--- config.mk ---
export PLATFORM = sky130hd
export DESIGN_NAME = id_operand_fwd
export DESIGN_NICKNAME = d
export VERILOG_FILES = /design/src/rtl/rv32i_fwd_pkg.sv /design/src/rtl/fwd_select.sv /design/src/rtl/id_operand_fwd.sv
export SDC_FILE = /design/constraint.sdc
export NUM_CORES = 1
export LEC_CHECK = 0
export CORE_AREA = 2 2 169 171
export DETAILED_ROUTE_END_ITERATION = 8
export DIE_AREA = 0 0 171 173
export MAX_ROUTING_LAYER = met4
export SLEW_MARGIN = 20
export SYNTH_ARGS = -nofsm -noshare
export SYNTH_HDL_FRONTEND = slang
export SYNTH_SLANG_ARGS = --single-unit
--- constraint.sdc ---
create_clock -name clk -period 3.3 [get_ports clk]
set_clock_uncertainty 0.15 [all_clocks]
set_input_delay 0.495 -clock clk [delete_from_list [all_inputs] [get_ports clk]]
set_output_delay 0.495 -clock clk [all_outputs]
set_load 0.02 [all_outputs]
--- src/rtl/rv32i_fwd_pkg.sv ---
// rv32i_fwd_pkg: shared types for decode-stage operand resolution.
// The resolve struct carries a fixed-width value, so XLEN is limited to XLEN_MAX.
package rv32i_fwd_pkg;
    localparam int XLEN_MAX  = 64;
    localparam int SRC_IDX_W = 4;
    typedef logic [4:0] reg_idx_t;
    localparam reg_idx_t REG_X0 = 5'd0;
    typedef struct packed {
        logic [XLEN_MAX-1:0]  value;
        logic                 hazard;
        logic                 from_fwd;
        logic [SRC_IDX_W-1:0] src_idx;
    } resolve_t;
endpackage

--- src/rtl/fwd_select.sv ---
// fwd_select: resolves one source operand against the producer stages.
// The youngest match (lowest k) wins; in interlock mode any match hazards the slot.
module fwd_select
    import rv32i_fwd_pkg::*;
#(
    parameter int XLEN    = 32,
    parameter int NUM_FWD = 3,
    parameter bit FWD_EN  = 1'b1
) (
    input  reg_idx_t                 rs_i,
    input  logic [XLEN-1:0]          rf_rdata_i,
    input  logic [NUM_FWD-1:0]       fwd_valid_i,
    input  logic [NUM_FWD-1:0]       fwd_wb_i,
    input  logic [NUM_FWD*5-1:0]     fwd_rd_i,
    input  logic [NUM_FWD*XLEN-1:0]  fwd_data_i,
    input  logic [NUM_FWD-1:0]       fwd_data_rdy_i,
    output resolve_t                 res_o
);
    logic [NUM_FWD-1:0] match;

    for (genvar k = 0; k < NUM_FWD; k++) begin : g_match
        assign match[k] = fwd_valid_i[k] && fwd_wb_i[k] && fwd_rd_i[5*k +: 5] == rs_i && rs_i != REG_X0;
    end

    // Walk oldest to youngest so the youngest match overrides.
    always_comb begin
        res_o = '0;
        res_o.value[XLEN-1:0] = (rs_i == REG_X0) ? '0 : rf_rdata_i;
        for (int k = NUM_FWD - 1; k >= 0; k--) begin
            if (match[k]) begin
                res_o.from_fwd        = 1'b1;
                res_o.src_idx         = SRC_IDX_W'(k);
                res_o.value[XLEN-1:0] = FWD_EN ? fwd_data_i[XLEN*k +: XLEN] : rf_rdata_i;
                res_o.hazard          = !FWD_EN || !fwd_data_rdy_i[k];
            end
        end
    end
endmodule

--- src/rtl/id_operand_fwd.sv ---
// id_operand_fwd: decode-to-EX operand read, RAW forwarding/interlock,
// valid/ready operand register and saturating stall counter.
module id_operand_fwd
    import rv32i_fwd_pkg::*;
#(
    parameter int XLEN        = 32,
    parameter int NUM_SRC     = 2,
    parameter int NUM_FWD     = 3,
    parameter int PAYLOAD_W   = 64,
    parameter bit FWD_EN      = 1'b1,
    parameter int STALL_CNT_W = 16
) (
    input  logic                     clk,
    input  logic                     rst,
    input  logic                     flush,
    input  logic                     in_valid,
    output logic                     in_ready,
    input  logic [NUM_SRC*5-1:0]     in_rs,
    input  logic [4:0]               in_rd,
    input  logic                     in_wb,
    input  logic [PAYLOAD_W-1:0]     in_payload,
    output logic [NUM_SRC*5-1:0]     rf_raddr,
    input  logic [NUM_SRC*XLEN-1:0]  rf_rdata,
    input  logic [NUM_FWD-1:0]       fwd_valid,
    input  logic [NUM_FWD-1:0]       fwd_wb,
    input  logic [NUM_FWD*5-1:0]     fwd_rd,
    input  logic [NUM_FWD*XLEN-1:0]  fwd_data,
    input  logic [NUM_FWD-1:0]       fwd_data_rdy,
    output logic                     out_valid,
    input  logic                     out_ready,
    output logic [NUM_SRC*XLEN-1:0]  out_operands,
    output logic [4:0]               out_rd,
    output logic                     out_wb,
    output logic [PAYLOAD_W-1:0]     out_payload,
    output logic [STALL_CNT_W-1:0]   stall_cnt
);
    resolve_t                 res [NUM_SRC];
    logic [NUM_SRC-1:0]       slot_haz;
    logic [NUM_SRC-1:0]       unused_res;
    logic [NUM_SRC*XLEN-1:0]  operands;
    logic                     hazard, accept;
    logic                     out_valid_d, out_valid_q;
    logic [STALL_CNT_W-1:0]   stall_cnt_d, stall_cnt_q;
    logic [NUM_SRC*XLEN-1:0]  operands_q;
    reg_idx_t                 rd_q;
    logic                     wb_q;
    logic [PAYLOAD_W-1:0]     payload_q;

    for (genvar s = 0; s < NUM_SRC; s++) begin : g_slot
        fwd_select #(.XLEN(XLEN), .NUM_FWD(NUM_FWD), .FWD_EN(FWD_EN)) u_sel (
            .rs_i           (in_rs[5*s +: 5]),
            .rf_rdata_i     (rf_rdata[XLEN*s +: XLEN]),
            .fwd_valid_i    (fwd_valid),
            .fwd_wb_i       (fwd_wb),
            .fwd_rd_i       (fwd_rd),
            .fwd_data_i     (fwd_data),
            .fwd_data_rdy_i (fwd_data_rdy),
            .res_o          (res[s])
        );
        assign slot_haz[s]               = res[s].hazard;
        assign operands[XLEN*s +: XLEN]  = res[s].value[XLEN-1:0];
        assign unused_res[s]             = ^res[s];
    end

    assign rf_raddr    = in_rs;
    assign hazard      = in_valid && |slot_haz;
    assign in_ready    = !hazard && (!out_valid_q || out_ready) && !flush;
    assign accept      = in_valid && in_ready;
    assign out_valid_d = flush ? 1'b0 : accept ? 1'b1 : out_valid_q && !out_ready;
    assign stall_cnt_d = (hazard && !flush && !(&stall_cnt_q)) ? stall_cnt_q + 1'b1 : stall_cnt_q;

    always_ff @(posedge clk or negedge rst) begin
        if (!rst) begin
            out_valid_q <= 1'b0;
            stall_cnt_q <= '0;
            operands_q  <= '0;
            rd_q        <= REG_X0;
            wb_q        <= 1'b0;
            payload_q   <= '0;
        end else begin
            out_valid_q <= out_valid_d;
            stall_cnt_q <= stall_cnt_d;
            if (accept) begin
                operands_q <= operands;
                rd_q       <= in_rd;
                wb_q       <= in_wb;
                payload_q  <= in_payload;
            end
        end
    end

    assign out_valid    = out_valid_q;
    assign out_operands = operands_q;
    assign out_rd       = rd_q;
    assign out_wb       = wb_q;
    assign out_payload  = payload_q;
    assign stall_cnt    = stall_cnt_q;
endmodule
==> flow_summary.json <==
{
  "outcome": "completed",
  "worstHoldPathCells": 1,
  "place_area_um2": 13300,
  "vdd_drop_max_mv": 0.298,
  "critPathMaxFanout": 2,
  "antenna_found_initial": 8,
  "grt_pass1_wl_um": 49100,
  "place_hpwl_um": 24900,
  "overflow": 0,
  "finalNonFillerCells": 1706,
  "reg2reg_from": "stall_cnt[0]",
  "die-area_um2": 29600,
  "r2r_cells": 8,
  "endpoint_kind": "output port",
  "timing.final.crit_share": 0.975,
  "grt_pass1_vias": 8298,
  "maxCapViolations": 0,
  "cts_tree": "yes",
  "hold_viol_final": 0,
  "tightestPinTransition_ps": 709,
  "core_um2": 27600,
  "yosys-top-cells-area": "dfrtp_1 (45%), o211ai_1 (12%), mux2_2 (9.7%)",
  "async_flop_share": 1.00,
  "cp.required_ps": 2650,
  "startpoint_type": "primary input",
  "slowest_stage": "or4_1",
  "synth_top_area_share": 0.453,
  "port_buffers": 430,
  "cts_made_buffers": 17,
  "max_freq_ghz": 0.311,
  "postSynthAreaPerCell_um2": 9.54,
  "place_inst": 1656,
  "yosys_most_used_dff": "dfrtp_1",
  "drtIter0Drc": 410,
  "grtUsageTotal": 0.225,
  "layout.nets": 1578,
  "synthDistinctLibCells": 32,
  "synthCells": 875,
  "cp_slowest_stage_delay_ps": 520,
  "routabilityCongestion": 0.898,
  "htree_levels": 4,
  "syn2layout_area_growth_pct": 69.2,
  "r2r_slack_ps": 970,
  "clockRootBuffer": "clkbuf_16",
  "ys_seq_area_frac": 0.453,
  "dieWidth_um": 171,
  "drc": 0,
  "fin_crit_ps": 3220,
  "ys_warn_count": 0,
  "ioPinCount": 431,
  "p_per_area_nw_per_um2": 450,
  "drv_slew": 0,
  "hp-class": "reg2reg",
  "path_clk_slew_ps": 70,
  "path_class": "in2out",
  "clk_path_buf_depth": 2,
  "slew-limit-headroom": 0.528,
  "design_area_um2": 14100,
  "crit_path_start": "fwd_rd[7]",
  "initial_utilization": 0.302,
  "grt_max_degree": 68,
  "setup_viol": 0,
  "syn_area_um2": 8340,
  "rr_endpoint": "stall_cnt[1]",
  "synthTopCellsByCount": "dfrtp_1 (151), nand2_1 (140), o211ai_1 (128), o21ai_0 (128), mux2_2 (72)",
  "vias_per_cell": 4.93,
  "dr_total_vias": 8403,
  "synth-seq-cells": 151,
  "wl_per_cell_um": 19.4,
  "dr.pass1.iters": 5,
  "cp_cell_sequence": "buf_2 -> xor2_1 -> or4_1 -> or4_4 -> nand4bb_1 -> o31ai_2 -> or2_4 -> a211oi_2 -> buf_4",
  "synth-edff-count": 0,
  "crit_end": "in_ready",
  "num_rows": 61,
  "yosys.area.top_type": "dfrtp_1",
  "die_y_um": 173,
  "ant_nets": 0,
  "wirelength_um": 33100,
  "drive_above_1_share": 0.148,
  "cp.arrival_ps": 2570,
  "clock_sinks": 151,
  "yosysMostFrequentCell": "dfrtp_1",
  "clk_latency_ps": 420,
  "p_leak_nw": 5.29,
  "synth_nets": 1145
}
-- cell type report --
| type | count | area, um2 |
|---|---|---|
| antenna | 8 | 20.0 |
| clock buffer | 17 | 425 |
| clock inverter | 14 | 160 |
| fill | 2597 | 13500 |
| inverter | 2 | 7.51 |
| multi-input combinational | 633 | 4240 |
| sequential | 151 | 3780 |
| tap | 378 | 473 |
| timing repair buffer | 503 | 5020 |
-- kinds of logic (layout without fill, tap and decap cells) --
kind of cell	Yosys count	count (layout)	share of synthesized area
other	0	8	0
AOI/OAI and AO/OA	326	326	0.256
xor gates and xnor gates	44	44	0.0462
DFF	151	151	0.453
muxes	72	72	0.0972
and+or+nand+nor	190	190	0.0970
buffers and inverters	91	536	0.0498
adders and majority gates	1	1	0.00150
-- per-layer routing --
layer  vias up  routed length (um)  global-route usage
li1       4038                   -                   -
met2       372               16400               0.376
met5         -                   0                   -
met1      3947               12700               0.254
met3        46                3020              0.0652
met4         0                1010              0.0812
-- through the flow --
step                setup TNS, ps  total power [mW]  setup slack, ps  hold WS (ps)  utilization
CTS                         -31.2              6.43            -31.2           344        0.505
global placement           -88470              4.40             -921           322        0.482
finish                          0              6.35             83.3           337        0.511
detailed placement         -87380              4.41             -892           329        0.482
floorplan                       0              3.18            0.907          49.4            -
global route                -6.06              6.68            -6.06           356        0.511
-- registers in the layout, indices dropped and copies added (netlist names) --
name / count
out_operands: 64
out_payload: 64
stall_cnt: 16
out_rd: 5
out_valid: 1
out_wb: 1
-- what timing repair did --
item,in CTS,in global routing
setup buffers,3,5
gates resized for setup,31,25
gates cloned,0,2
pin swaps,8,13
hold endpoints to repair,60,0
endpoints found under the setup margin,137,129
hold buffers,1,0
-- cell usage in the layout, fill, tap and decap left out, types with 9 or more instances in the layout --
master / count
dlymetal6s2s_1: 10
nor2_1: 9
clkdlybuf4s50_1: 409
o211ai_1: 128
buf_4: 57
xnor2_1: 21
nand2_1: 140
mux2_2: 72
clkbuf_16: 19
xor2_1: 23
dfrtp_1: 151
o21ai_0: 128
o21a_1: 64
-- critical path: cells and delay by family --
family          cells  cell delay (ps)
compound gates      2              300
xor+xnor            1              150
buf+inv             2              280
simple gates        4             1350
-- how the worst min path moves through the flow --
stage,start,endpoint
floorplan,rst,out_operands[0]
global placement,out_operands[0],out_operands[0]
detailed placement,out_operands[51],out_operands[51]
CTS,out_operands[19],out_operands[19]
global route,out_operands[17],out_operands[17]
finish,out_operands[19],out_operands[19]
-- power breakdown --
| group | internal [mW] | switching [mW] |
|---|---|---|
| logic | 1.14 | 0.942 |
| registers | 2.14 | 0.155 |
| clock network | 1.07 | 0.899 |
Note: power is estimated with default switching activity, not from simulation.
